==> config.mk <==
export PLATFORM = sky130hd
export DESIGN_NAME = vga_pixel_fetch_flat
export DESIGN_NICKNAME = d
export VERILOG_FILES = /design/src/rtl/vga_pkg.sv /design/src/rtl/vga_pixel_fetch_if.sv /design/src/rtl/vga_delay_line.sv /design/src/rtl/vga_pixel_fetch.sv /design/src/flat_wrapper.sv
export SDC_FILE = /design/constraint.sdc
export NUM_CORES = 1
export LEC_CHECK = 0
export ABC_CLOCK_PERIOD_IN_PS = 1500
export BUFFER_PORTS_ARGS = -buffer_cell sky130_fd_sc_hd__buf_2
export CORE_MARGIN = 2
export CORE_UTILIZATION = 44
export DETAILED_ROUTE_END_ITERATION = 10
export PLACE_DENSITY = 0.86
export SYNTH_ARGS = -nofsm -noshare
export SYNTH_HDL_FRONTEND = slang
export SYNTH_HIERARCHICAL = 1
export SYNTH_SLANG_ARGS = --single-unit
==> constraint.sdc <==
create_clock -name vgaclk -period 1.5 [get_ports vgaclk]
set_input_delay 0 -clock vgaclk [delete_from_list [all_inputs] [get_ports vgaclk]]
set_output_delay 0 -clock vgaclk [all_outputs]
set_load 0.005 [all_outputs]
==> src/rtl/vga_pkg.sv <==
// Shared VGA constants and pixel types for the pixel pipeline.
// 640x480@60 timing is shared with the upstream timing generator.
package vga_pkg;

    localparam int HACTIVE = 640;
    localparam int HFP     = 16;
    localparam int HSYN    = 96;
    localparam int HBP     = 48;
    localparam int VACTIVE = 480;
    localparam int VFP     = 10;
    localparam int VSYN    = 2;
    localparam int VBP     = 33;

    typedef struct packed {
        logic [7:0] r;
        logic [7:0] g;
        logic [7:0] b;
    } rgb_t;

    localparam logic [23:0] BORDER_DEFAULT = 24'h000040;

    function automatic rgb_t gray(input logic [7:0] v);
        rgb_t c;
        c.r = v;
        c.g = v;
        c.b = v;
        return c;
    endfunction

endpackage

==> src/rtl/vga_pixel_fetch_if.sv <==
// Framebuffer read port: registered address/enable/bank out, RAM data back
// one cycle later.
interface vga_pixel_fetch_if #(
    parameter int ADDR_W = 16
) ();
    logic              mem_rd;
    logic [ADDR_W-1:0] mem_addr;
    logic              mem_bank;
    logic [7:0]        mem_data;

    modport master (
        output mem_rd,
        output mem_addr,
        output mem_bank,
        input  mem_data
    );

    modport slave (
        input  mem_rd,
        input  mem_addr,
        input  mem_bank,
        output mem_data
    );
endinterface

==> src/rtl/vga_delay_line.sv <==
// Fixed-depth shift register that keeps sync/blank/window flags aligned with
// the framebuffer read latency.
module vga_delay_line #(
    parameter int WIDTH = 4,
    parameter int DEPTH = 2
) (
    input  logic             vgaclk,
    input  logic             reset,
    input  logic [WIDTH-1:0] din,
    output logic [WIDTH-1:0] dout
);

    logic [WIDTH-1:0] taps [DEPTH];

    always_ff @(posedge vgaclk) begin
        if (reset) begin
            for (int i = 0; i < DEPTH; i++) begin
                taps[i] <= '0;
            end
        end else begin
            taps[0] <= din;
            for (int i = 1; i < DEPTH; i++) begin
                taps[i] <= taps[i-1];
            end
        end
    end

    assign dout = taps[DEPTH-1];

endmodule

==> src/rtl/vga_pixel_fetch.sv <==
// Pixel stage after the timing generator: windowed framebuffer fetch, colour
// select and double-buffer bank swap applied at the start of vertical blank.
module vga_pixel_fetch #(
    parameter int          HACTIVE = 640,
    parameter int          VACTIVE = 480,
    parameter int          IMG_W   = 256,
    parameter int          IMG_H   = 256,
    parameter int          X0      = 192,
    parameter int          Y0      = 112,
    parameter int          ADDR_W  = 16,
    parameter logic [23:0] BORDER  = vga_pkg::BORDER_DEFAULT
) (
    input  logic                      vgaclk,
    input  logic                      reset,
    input  logic [9:0]                x,
    input  logic [9:0]                y,
    input  logic                      hsync_in,
    input  logic                      vsync_in,
    input  logic                      blank_b_in,
    input  logic                      swap_req,
    vga_pixel_fetch_if.master         fb,
    output logic [7:0]                vga_r,
    output logic [7:0]                vga_g,
    output logic [7:0]                vga_b,
    output logic                      hsync,
    output logic                      vsync,
    output logic                      blank_b,
    output logic                      swap_ack,
    output logic                      frame_start
);

    import vga_pkg::*;

    localparam int XW = $clog2(IMG_W);
    localparam int YW = $clog2(IMG_H);

    localparam logic [10:0] X_BEG = 11'(X0);
    localparam logic [10:0] X_END = 11'(X0 + IMG_W);
    localparam logic [10:0] Y_BEG = 11'(Y0);
    localparam logic [10:0] Y_END = 11'(Y0 + IMG_H);
    localparam logic [10:0] X_VIS = 11'(HACTIVE);

    logic       in_win;
    logic       boundary;
    logic       pending;
    logic [3:0] dly_in;
    logic [3:0] dly_out;
    logic       hs_d;
    logic       vs_d;
    logic       bl_d;
    logic       win_d;
    rgb_t       rgb_q;

    // 11-bit compares so X0+IMG_W cannot wrap; the window never exceeds
    // the visible line, so the HACTIVE guard is only a safety net.
    assign in_win = ({1'b0, x} >= X_BEG) && ({1'b0, x} < X_END) &&
                    ({1'b0, x} < X_VIS) &&
                    ({1'b0, y} >= Y_BEG) && ({1'b0, y} < Y_END) &&
                    blank_b_in;

    assign boundary = (x == 10'd0) && (y == 10'(VACTIVE));

    always_ff @(posedge vgaclk) begin
        if (reset) begin
            fb.mem_rd   <= 1'b0;
            fb.mem_addr <= '0;
        end else begin
            fb.mem_rd <= in_win;
            if (in_win) begin
                fb.mem_addr <= ADDR_W'({YW'(y - 10'(Y0)), XW'(x - 10'(X0))});
            end
        end
    end

    assign dly_in = {hsync_in, vsync_in, blank_b_in, in_win};

    vga_delay_line #(
        .WIDTH (4),
        .DEPTH (2)
    ) u_dly (
        .vgaclk (vgaclk),
        .reset  (reset),
        .din    (dly_in),
        .dout   (dly_out)
    );

    assign {hs_d, vs_d, bl_d, win_d} = dly_out;

    always_ff @(posedge vgaclk) begin
        if (reset) begin
            rgb_q   <= '0;
            hsync   <= 1'b0;
            vsync   <= 1'b0;
            blank_b <= 1'b0;
        end else begin
            hsync   <= hs_d;
            vsync   <= vs_d;
            blank_b <= bl_d;
            if (!bl_d) begin
                rgb_q <= '0;
            end else if (win_d) begin
                rgb_q <= gray(fb.mem_data);
            end else begin
                rgb_q <= BORDER;
            end
        end
    end

    assign vga_r = rgb_q.r;
    assign vga_g = rgb_q.g;
    assign vga_b = rgb_q.b;

    // A request landing on the boundary cycle itself is honoured in that frame.
    always_ff @(posedge vgaclk) begin
        if (reset) begin
            pending     <= 1'b0;
            fb.mem_bank <= 1'b0;
            swap_ack    <= 1'b0;
            frame_start <= 1'b0;
        end else begin
            frame_start <= boundary;
            swap_ack    <= 1'b0;
            if (boundary) begin
                if (pending || swap_req) begin
                    fb.mem_bank <= ~fb.mem_bank;
                    pending     <= 1'b0;
                    swap_ack    <= 1'b1;
                end
            end else if (swap_req) begin
                pending <= 1'b1;
            end
        end
    end

endmodule
==> src/flat_wrapper.sv <==
// flat-port wrapper written by rule: the top's interface ports become plain ports
module vga_pixel_fetch_flat import vga_pkg::*;
#(
    parameter int          HACTIVE = 640,
    parameter int          VACTIVE = 480,
    parameter int          IMG_W   = 256,
    parameter int          IMG_H   = 256,
    parameter int          X0      = 192,
    parameter int          Y0      = 112,
    parameter int          ADDR_W  = 16,
    parameter logic [23:0] BORDER  = vga_pkg::BORDER_DEFAULT
)
  (vgaclk, reset, x, y, hsync_in, vsync_in, blank_b_in, swap_req, vga_r, vga_g, vga_b, hsync, vsync, blank_b, swap_ack, frame_start, fb_mem_rd, fb_mem_addr, fb_mem_bank, fb_mem_data);
  vga_pixel_fetch_if #(.ADDR_W(ADDR_W)) fb_i ();
  input  logic vgaclk;
  input  logic reset;
  input  logic [9:0] x;
  input  logic [9:0] y;
  input  logic hsync_in;
  input  logic vsync_in;
  input  logic blank_b_in;
  input  logic swap_req;
  output logic [7:0] vga_r;
  output logic [7:0] vga_g;
  output logic [7:0] vga_b;
  output logic hsync;
  output logic vsync;
  output logic blank_b;
  output logic swap_ack;
  output logic frame_start;
  output wire logic [$bits(fb_i.mem_rd)-1:0] fb_mem_rd;
  output wire logic [$bits(fb_i.mem_addr)-1:0] fb_mem_addr;
  output wire logic [$bits(fb_i.mem_bank)-1:0] fb_mem_bank;
  input wire logic [$bits(fb_i.mem_data)-1:0] fb_mem_data;
  assign fb_mem_rd = fb_i.mem_rd;
  assign fb_mem_addr = fb_i.mem_addr;
  assign fb_mem_bank = fb_i.mem_bank;
  assign fb_i.mem_data = fb_mem_data;
  vga_pixel_fetch #(.HACTIVE(HACTIVE), .VACTIVE(VACTIVE), .IMG_W(IMG_W), .IMG_H(IMG_H), .X0(X0), .Y0(Y0), .ADDR_W(ADDR_W), .BORDER(BORDER)) u_core (.vgaclk(vgaclk), .reset(reset), .x(x), .y(y), .hsync_in(hsync_in), .vsync_in(vsync_in), .blank_b_in(blank_b_in), .swap_req(swap_req), .fb(fb_i), .vga_r(vga_r), .vga_g(vga_g), .vga_b(vga_b), .hsync(hsync), .vsync(vsync), .blank_b(blank_b), .swap_ack(swap_ack), .frame_start(frame_start));
endmodule
==> results of run 1 <==
-- layer usage --
layer  up-vias  GRT usage [%]  share of wire (%)
met1       647           20.0                 41
li1        734              -                  -
met2        89           33.2                 48
met3         8           6.51                9.6
met4         0           5.59                1.4
met5         -              0                  0
-- cells in the mapped netlist --
| cell type | n | share of area (%) |
|---|---|---|
| a211oi_1 | 4 | 1.9 |
| a21boi_0 | 1 | 0.47 |
| a21oi_1 | 17 | 5.4 |
| a21oi_2 | 1 | 0.55 |
| and3_1 | 9 | 3.5 |
| and4b_1 | 1 | 0.63 |
| and4bb_1 | 1 | 0.79 |
| buf_2 | 3 | 0.94 |
| buf_4 | 19 | 9.0 |
| clkbuf_1 | 5 | 1.2 |
| dfxtp_1 | 41 | 52 |
| ha_1 | 4 | 3.1 |
| inv_1 | 4 | 0.94 |
| nand2_1 | 1 | 0.24 |
| nand3_1 | 15 | 4.7 |
| nor2_1 | 4 | 0.94 |
| nor2b_1 | 11 | 4.3 |
| nor3_1 | 2 | 0.63 |
| nor3b_1 | 1 | 0.47 |
| nor4_1 | 2 | 0.79 |
| o21ai_0 | 12 | 3.8 |
| o31ai_1 | 1 | 0.47 |
| or2_2 | 1 | 0.39 |
| or4_1 | 1 | 0.47 |
| xnor2_1 | 2 | 1.1 |
| xor2_1 | 3 | 1.7 |
-- timing repair --
item / CTS / global route
endpoints found under the setup margin: 0 / 1
resized for setup: 0 / 3
endpoints found under the hold margin: 25 / 0
hold buffers: 24 / 0
-- placed cells by master (no fill, tap or decap) --
cell,netlist,final
buf_2,3,80
dfxtp_1,41,41
dlygate4sd3_1,0,24
a21oi_1,17,16
nand3_1,15,15
o21ai_0,12,12
nor2b_1,11,11
and3_1,9,9
buf_4,19,6
clkbuf_4,0,5
nor2_1,4,4
inv_1,4,4
a211oi_1,4,4
ha_1,4,4
xor2_1,3,3
a21oi_2,1,2
xnor2_1,2,2
nor3_1,2,2
nor4_2,0,2
clkbuf_8,0,1
clkbuf_1,5,1
a21boi_0,1,1
and4bb_1,1,1
and4b_1,1,1
nand2_1,1,1
o31ai_1,1,1
or4_1,1,1
or2_2,1,1
nor3b_1,1,1
-- where the power goes --
group | total (W) | internal [W] | switching [W] | leakage, nW
sequential | 0.00112 | 0.00111 | 0.00000666 | 0.333
clock | 0.000541 | 0.000222 | 0.000319 | 0.0314
combinational | 0.000234 | 0.000123 | 0.000110 | 0.732
total | 0.00189 | 0.00145 | 0.000436 | 1.10
-- metrics by stage --
step	setup WS (ns)	instances
4_1_cts	0.0243	302
6_report	0.0636	302
5_1_grt	0.00541	302
2_1_floorplan	0.352	166
3_5_place_dp	0.121	271
3_3_place_gp	0.176	271
-- worst max path at each step --
| stage | from | endpoint | slack (ns) | depth (start not counted) |
|---|---|---|---|---|
| global placement | y[4] | u_core/fb.mem_bank$_SDFFE_PP0P_ | 0.18 | 7 |
| CTS | x[0] | u_core/fb.mem_bank$_SDFFE_PP0P_ | 0.02 | 6 |
| floorplan | x[6] | u_core/fb.mem_addr[4]$_SDFFE_PP0P_ | 0.35 | 7 |
| detailed placement | y[1] | u_core/fb.mem_bank$_SDFFE_PP0P_ | 0.12 | 5 |
| global route | x[3] | u_core/fb.mem_bank$_SDFFE_PP0P_ | 0.005 | 6 |
| finish | x[2] | u_core/fb.mem_bank$_SDFFE_PP0P_ | 0.06 | 6 |
-- critical path, stage by stage --
cell,delay [ns]
dlygate4sd3_1,0.53
buf_2,0.13
and4bb_1,0.26
nand3_1,0.11
or4_1,0.55
a21oi_2,0.14
-- cell families (layout without fill, tap and decap cells) --
group | count (synthesis) | after routing | share of synthesized area, %
DFF | 41 | 41 | 51.6
buffers and inverters | 31 | 121 | 12.0
AOI/OAI and AO/OA | 36 | 36 | 12.5
xor gates and xnor gates | 5 | 5 | 2.75
adders and majority gates | 4 | 4 | 3.15
and+or+nand+nor | 49 | 49 | 17.9
-- area by class of cell --
class	instances	area, um^2	area share (%)
inverter	4	15.0	0.674
tap	46	57.6	2.58
sequential	41	821	36.8
clock buffer	7	55.1	2.47
timing repair buffer	110	686	30.8
multi-input combinational	94	594	26.7
==> run metrics, run 1 <==
area delta synth->final 40.1%; Fillers 296; Cells on Worst Hold Path 3; Hold Path End u_core/fb.mem_addr[13]$_SDFFE_PP0P_; Die ar. 4110 um^2; clock-pin slew on the worst setup and hold paths 0.11 ns; CP endpoint kind flop; Post-Syn Nets 204; Final min period 1.44 ns; vias per cell 4.89; layout cells sized above 1 37.9%; gpl congestion 0.770; max-slew violations 0; Via Count 1,478; hold_sp y[5]; CTS root buf clkbuf_4; H-tree levels 2; Nets 294; fmax 696 MHz; Yosys warning total 6; Hold WS 0.0122 ns; Die Ht 64.1 um; RR Endpoint u_core/fb.mem_bank$_SDFFE_PP0P_; Overall Power 0.00189 W; TritonCTS clock tree yes; Initial Util 46.6%; # port buffers 80; DIE WIDTH 64.1 um; clk_lat worst skew 0.34 ns; Initial DRC Count 69; Syn Area/Cell 9.58 um^2; PwrDens 849 nW/um^2; Final HPWL DP 2470 um; critical path launch point type input pin; number of global-route vias before repair 1,356; # Post-CTS Setup Buffers 0; TritonCTS buffer count 5; reg-to-reg startpoint u_core/fb.mem_bank$_SDFFE_PP0P_; Reg with most FFs u_core/fb.mem_addr; Clock Path Buffers 2; clock skew 0.00963 ns; crit path DAT 1.72 ns; Crit Path Max Fanout 3; # IOs 81; cells on worst reg2reg path 2; Worst Path Required 1.78 ns; P_leak 1.10 nW; max FFs per register 16; Overflow after GRT 0; pin count of the biggest net entering global routing 32; aggregate global-route resource usage 18.4%; drt pass-1 iters 4; register bit count reported by yosys 41; first-pass GRT wire length 5900 um; Residual DRC 0; FF-to-FF setup slack 0.42 ns; ANT nets after route 0; post-synthesis sequential area ratio 51.6%; Worst slew margin 67.5%; setup TNS 0 ns; max_cap viols 0; Synth cell types 26; initial antenna violation count 0; critical path type input pin to flop; status finished clean; final count of negative-setup-slack endpoints 0; final hold viol count 0; Slew @ Worst Pin 0.486 ns; fin util 65.2%; Core ar. 3420 um^2; antenna cells 0; worst hold path type input pin to flop; drt wl/cell 12.3 um; post-layout instance area 2230 um^2; worst vdd ir 0.000468 V; clk sinks 41; period utilization 95.8%; Site Rows 21; Placed Area 1920 um^2; RSZ-0062 raised after global routing false; gate count after technology mapping 166; drt total wl 3720 um; mapped cell area 1590 um^2
(Power assumes the default switching activity.)
==> run 2, diff against run 1 <==
--- a/config.mk
+++ b/config.mk
@@ -13,5 +13,4 @@
 export PLACE_DENSITY = 0.86
 export SYNTH_ARGS = -nofsm -noshare
 export SYNTH_HDL_FRONTEND = slang
-export SYNTH_HIERARCHICAL = 1
 export SYNTH_SLANG_ARGS = --single-unit
==> run metrics, run 2 <==
Core ar. 3360 um^2; gate count after technology mapping 162; reg-to-reg startpoint u_core.pending$_SDFFE_PP0P_; Initial Util 46.1%; first-pass GRT wire length 6850 um; max-slew violations 0; DP Worst Slack 0.0304 ns; number of global-route vias before repair 1,514; Nets 295; Syn Area/Cell 9.58 um^2; Post-Syn Nets 200; Worst slew margin 66.6%; worst vdd ir 0.000455 V; area delta synth->final 44.8%; Worst Path Required 1.75 ns; RR Endpoint u_core.fb.mem_bank$_SDFFE_PP0P_; post-synthesis sequential area ratio 51.6%; cell taking the most area after synthesis dfxtp_1; leading post-synthesis cells by cell area dfxtp_1, buf_4, a21oi_1; fmax 704 MHz; # IOs 81; vias per cell 5.08; CP endpoint kind flop; Site Rows 21; crit path DAT 1.67 ns; pin count of the biggest net entering global routing 23; layout cells sized above 1 37.2%; final hold viol count 0; TritonCTS buffer count 5; clock skew 0.0186 ns; FF-to-FF setup slack 0.46 ns; max FFs per register 16; worst hold path type input pin to flop; post-route insts no fill 304; CP endpoint u_core.fb.mem_bank$_SDFFE_PP0P_; clk_lat worst skew 0.35 ns; cells on worst reg2reg path 3; initial antenna violation count 0; Initial DRC Count 53; Crit Path Max Fanout 3; H-tree levels 2; Cells on Worst Hold Path 3; Overflow after GRT 0; mapped cell area 1550 um^2; aggregate global-route resource usage 21.8%; # port buffers 80; most common cell after layout, fill and taps aside buf_2; Cells after DPL 270; top cell type's share of synthesized area 51.6%; max_cap viols 0; drt total wl 4160 um; final count of negative-setup-slack endpoints 0; main flop type after synthesis dfxtp_1; Final WS setup 0.0795 ns; Final HPWL DP 2490 um; Die Ht 63.4 um; clk sinks 40; gpl congestion 0.766; critical path launch point type input pin; Residual DRC 0; Slew @ Worst Pin 0.500 ns; CTS root buf clkbuf_4; clock-pin slew on the worst setup and hold paths 0.13 ns; register bit count reported by yosys 40; Worst Setup SP y[3]; ANT nets after route 0; setup TNS 0 ns; Clock Path Buffers 2; RSZ-0062 raised after global routing false; Via Count 1,545; Final min period 1.42 ns; commonest non-fill, non-tap cells in the layout buf_2, dfxtp_1, dlygate4sd3_1; Post-synth ARST share 0%; drt wl/cell 13.7 um; Die ar. 4020 um^2; P_leak 1.12 nW; PwrDens 901 nW/um^2; most common cell in the netlist dfxtp_1; status finished clean; count of flip-flops with a built-in enable after synthesis 0; Reg with most FFs u_core.fb.mem_addr; top cells by count, synth dfxtp_1, a21oi_1, buf_4; period utilization 94.7%; TritonCTS clock tree yes; drt pass-1 iters 4; DIE WIDTH 63.4 um; Yosys warning total 0; critical path type input pin to flop; Synth cell types 26; antenna cells 0
-- run 2: final cells by class --
cell class              instances  area [um^2]
flip-flops and latches         40          801
clock inverters                 2         35.0
well taps                      46         57.6
fillers                       264         1120
inverters                       4         15.0
repair buffers                112          706
clock buffers                   6         41.3
multi-input cells              94          592
-- run 2: per-stage QoR --
stage / instance area (um^2) / hold WS (ns) / utilization (%) / total power, W
after floorplan: 1550 / 0.0966 / - / 0.00120
after global placement: 1900 / 0.213 / 56.6 / 0.00129
after detailed placement: 1900 / 0.219 / 56.6 / 0.00130
after CTS: 2240 / 0.0123 / 66.6 / 0.00204
after global routing: 2250 / 0.0432 / 66.8 / 0.00212
final: 2250 / 0.0305 / 66.8 / 0.00202
-- run 2: routing by layer --
metal	vias to the layer above	wire length (um)	share of wire, %	GRT usage, %
met4	0	56	1.3	6.25
met2	110	2030	49	39.1
met1	696	1650	40	24.3
li1	731	-	-	-
met5	-	0	0	0
met3	8	421	10	7.32
-- run 2: where the power goes --
part	switching [W]	leakage, nW	internal [W]
combinational	0.000120	0.754	0.000128
clock	0.000338	0.0422	0.000350
sequential	0.00000633	0.324	0.00108
total	0.000464	1.12	0.00156
-- run 2: cell families after synthesis --
| family | synth area share [%] |
|---|---|
| xor gates and xnor gates | 2.82 |
| adders and majority gates | 3.23 |
| and+or+nand+nor | 18.7 |
| DFF | 51.6 |
| buffers and inverters | 10.6 |
| muxes | 0.726 |
| AOI/OAI and AO/OA | 12.3 |
-- run 2: what timing repair did --
| action | in CTS | in global routing |
|---|---|---|
| hold buffers | 26 | 0 |
| setup buffers | 0 | 0 |
| resized for setup | 0 | 1 |
| endpoints found under the hold margin | 28 | 0 |
| setup endpoints to repair | 0 | 1 |
-- run 2: worst min-delay path by stage --
stage / start / slack (ns) / end
after detailed placement: hsync_in / 0.22 / u_core.u_dly.taps[0][3]$_SDFF_PP0_
after CTS: y[6] / 0.01 / u_core.fb.mem_addr[14]$_SDFFE_PP0P_
after global routing: y[6] / 0.04 / u_core.fb.mem_addr[14]$_SDFFE_PP0P_
final: y[6] / 0.03 / u_core.fb.mem_addr[14]$_SDFFE_PP0P_
after floorplan: y[4] / 0.1 / u_core.fb.mem_addr[12]$_SDFFE_PP0P_
after global placement: hsync_in / 0.21 / u_core.u_dly.taps[0][3]$_SDFF_PP0_
-- run 2: worst max-delay path, cell delays in order --
cell           delay [ns]
dlygate4sd3_1        0.53
buf_2                0.13
or4_4                0.44
nor3_4               0.16
nand3b_1             0.10
mux2_1               0.32
==> run 3, diff against run 2 <==
--- a/config.mk
+++ b/config.mk
@@ -11,6 +11,7 @@
 export CORE_UTILIZATION = 44
 export DETAILED_ROUTE_END_ITERATION = 10
 export PLACE_DENSITY = 0.86
+export RECOVER_POWER = 50
 export SYNTH_ARGS = -nofsm -noshare
 export SYNTH_HDL_FRONTEND = slang
 export SYNTH_SLANG_ARGS = --single-unit
==> run metrics, run 3 (same netlist as run 2, synthesis figures left out) <==
Via Count 1,541; antenna cells 0; critical path launch point type input pin; Seq. cell area 801 um^2; first-pass GRT wire length 6850 um; Final min period 1.42 ns; Multi-input gate area 592 um^2; Worst Path Required 1.75 ns; hold_sp y[6]; Final WS setup 0.0767 ns; TritonCTS clock tree yes; Final HPWL DP 2490 um; CP endpoint kind flop; Clock Path Buffers 2; # Post-CTS Setup Buffers 0; DP Worst Slack 0.0304 ns; clk_lat worst skew 0.34 ns; initial antenna violation count 0; most common cell after layout, fill and taps aside buf_2; post-layout instance area 2230 um^2; Residual DRC 0; # IOs 81; Core ar. 3360 um^2; commonest non-fill, non-tap cells in the layout buf_2, dfxtp_1, dlygate4sd3_1; area delta synth->final 43.8%; RSZ-0062 raised after global routing false; Slew @ Worst Pin 0.539 ns; Die ar. 4020 um^2; pin count of the biggest net entering global routing 23; CTS root buf clkbuf_4; H-tree levels 2; Nets 295; crit path DAT 1.67 ns; max FFs per register 16; DIE WIDTH 63.4 um; Initial DRC Count 41; Fillers 272; Initial Util 46.1%; fmax 703 MHz; Placed Area 1900 um^2; final hold viol count 0; layout cells sized above 1 32.9%; drt pass-1 iters 5; worst vdd ir 0.000455 V; PwrDens 906 nW/um^2; clock-pin slew on the worst setup and hold paths 0.13 ns; number of global-route vias before repair 1,514; max_cap viols 0; ANT nets after route 0; clock skew 0.0165 ns; worst hold path type input pin to flop; Overflow after GRT 0; final count of negative-setup-slack endpoints 0; drt total wl 4150 um; status finished clean; Cells after DPL 270; post-route insts no fill 304; Worst slew margin 64.1%; Reg with most FFs u_core.fb.mem_addr; drt wl/cell 13.7 um; Site Rows 21; setup TNS 0 ns; critical path type input pin to flop; clk sinks 40; reg-to-reg startpoint u_core.pending$_SDFFE_PP0P_; aggregate global-route resource usage 21.8%; P_leak 1.08 nW; Worst Setup SP y[3]; # port buffers 80; max-slew violations 0; gpl congestion 0.766; TritonCTS buffer count 5; Crit Path Max Fanout 3; Die Ht 63.4 um; Hold WS 0.0301 ns; period utilization 94.9%; vias per cell 5.07
-- run 3: cell types whose count changed in the layout (fill, tap and decap cells not counted), sizes merged --
cell,previous run,this run
buf,86,75
clkbuf,6,17
-- run 3: where the power goes --
group / total, W / internal [W] / switching, W
clock: 0.000685 / 0.000350 / 0.000335
combinational: 0.000247 / 0.000126 / 0.000121
sequential: 0.00109 / 0.00108 / 0.00000638
-- run 3: per-stage QoR --
stage,util [%],power (W)
floorplan,-,0.00120
global placement,56.6,0.00129
detailed placement,56.6,0.00130
CTS,66.6,0.00204
global route,66.3,0.00212
finish,66.3,0.00202
-- run 3: final timing paths --
check / endpoint / slack (ns) / depth (start not counted)
worst min register to register: u_core.u_dly.taps[0][7]$_SDFF_PP0_ / 0.44 / 1
worst min-delay path: u_core.fb.mem_addr[14]$_SDFFE_PP0P_ / 0.03 / 3
worst max-delay path: u_core.fb.mem_bank$_SDFFE_PP0P_ / 0.08 / 6
worst max register to register: u_core.fb.mem_bank$_SDFFE_PP0P_ / 0.46 / 3
-- run 3: critical path: stages --
cell and delay [ns]:
dlygate4sd3_1 0.53, buf_2 0.13, or4_4 0.44, nor3_4 0.16, nand3b_1 0.10, mux2_1 0.31
-- run 3: layout make-up --
cell class | instances | area share (%)
Timing Repair Buffer | 112 | 30.9
Clock buffer | 6 | 1.85
Inverter | 4 | 0.673
Clock inverter | 2 | 1.57
Multi-Input combinational cell | 94 | 26.5
Sequential cell | 40 | 35.9
Tap cell | 46 | 2.58
-- run 3: repair_timing --
| item | CTS | global route |
|---|---|---|
| gates resized for setup | 0 | 1 |
| endpoints found under the hold margin | 28 | 0 |
| endpoints found under the setup margin | 0 | 1 |
| hold buffers | 26 | 0 |
-- run 3: layer usage --
metal	part of all wire (%)	GRT usage [%]	routed length, um
met1	41	24.3	1680
met2	47	39.1	1960
met3	10	7.32	433
met4	1.8	6.25	76
met5	0	0	0
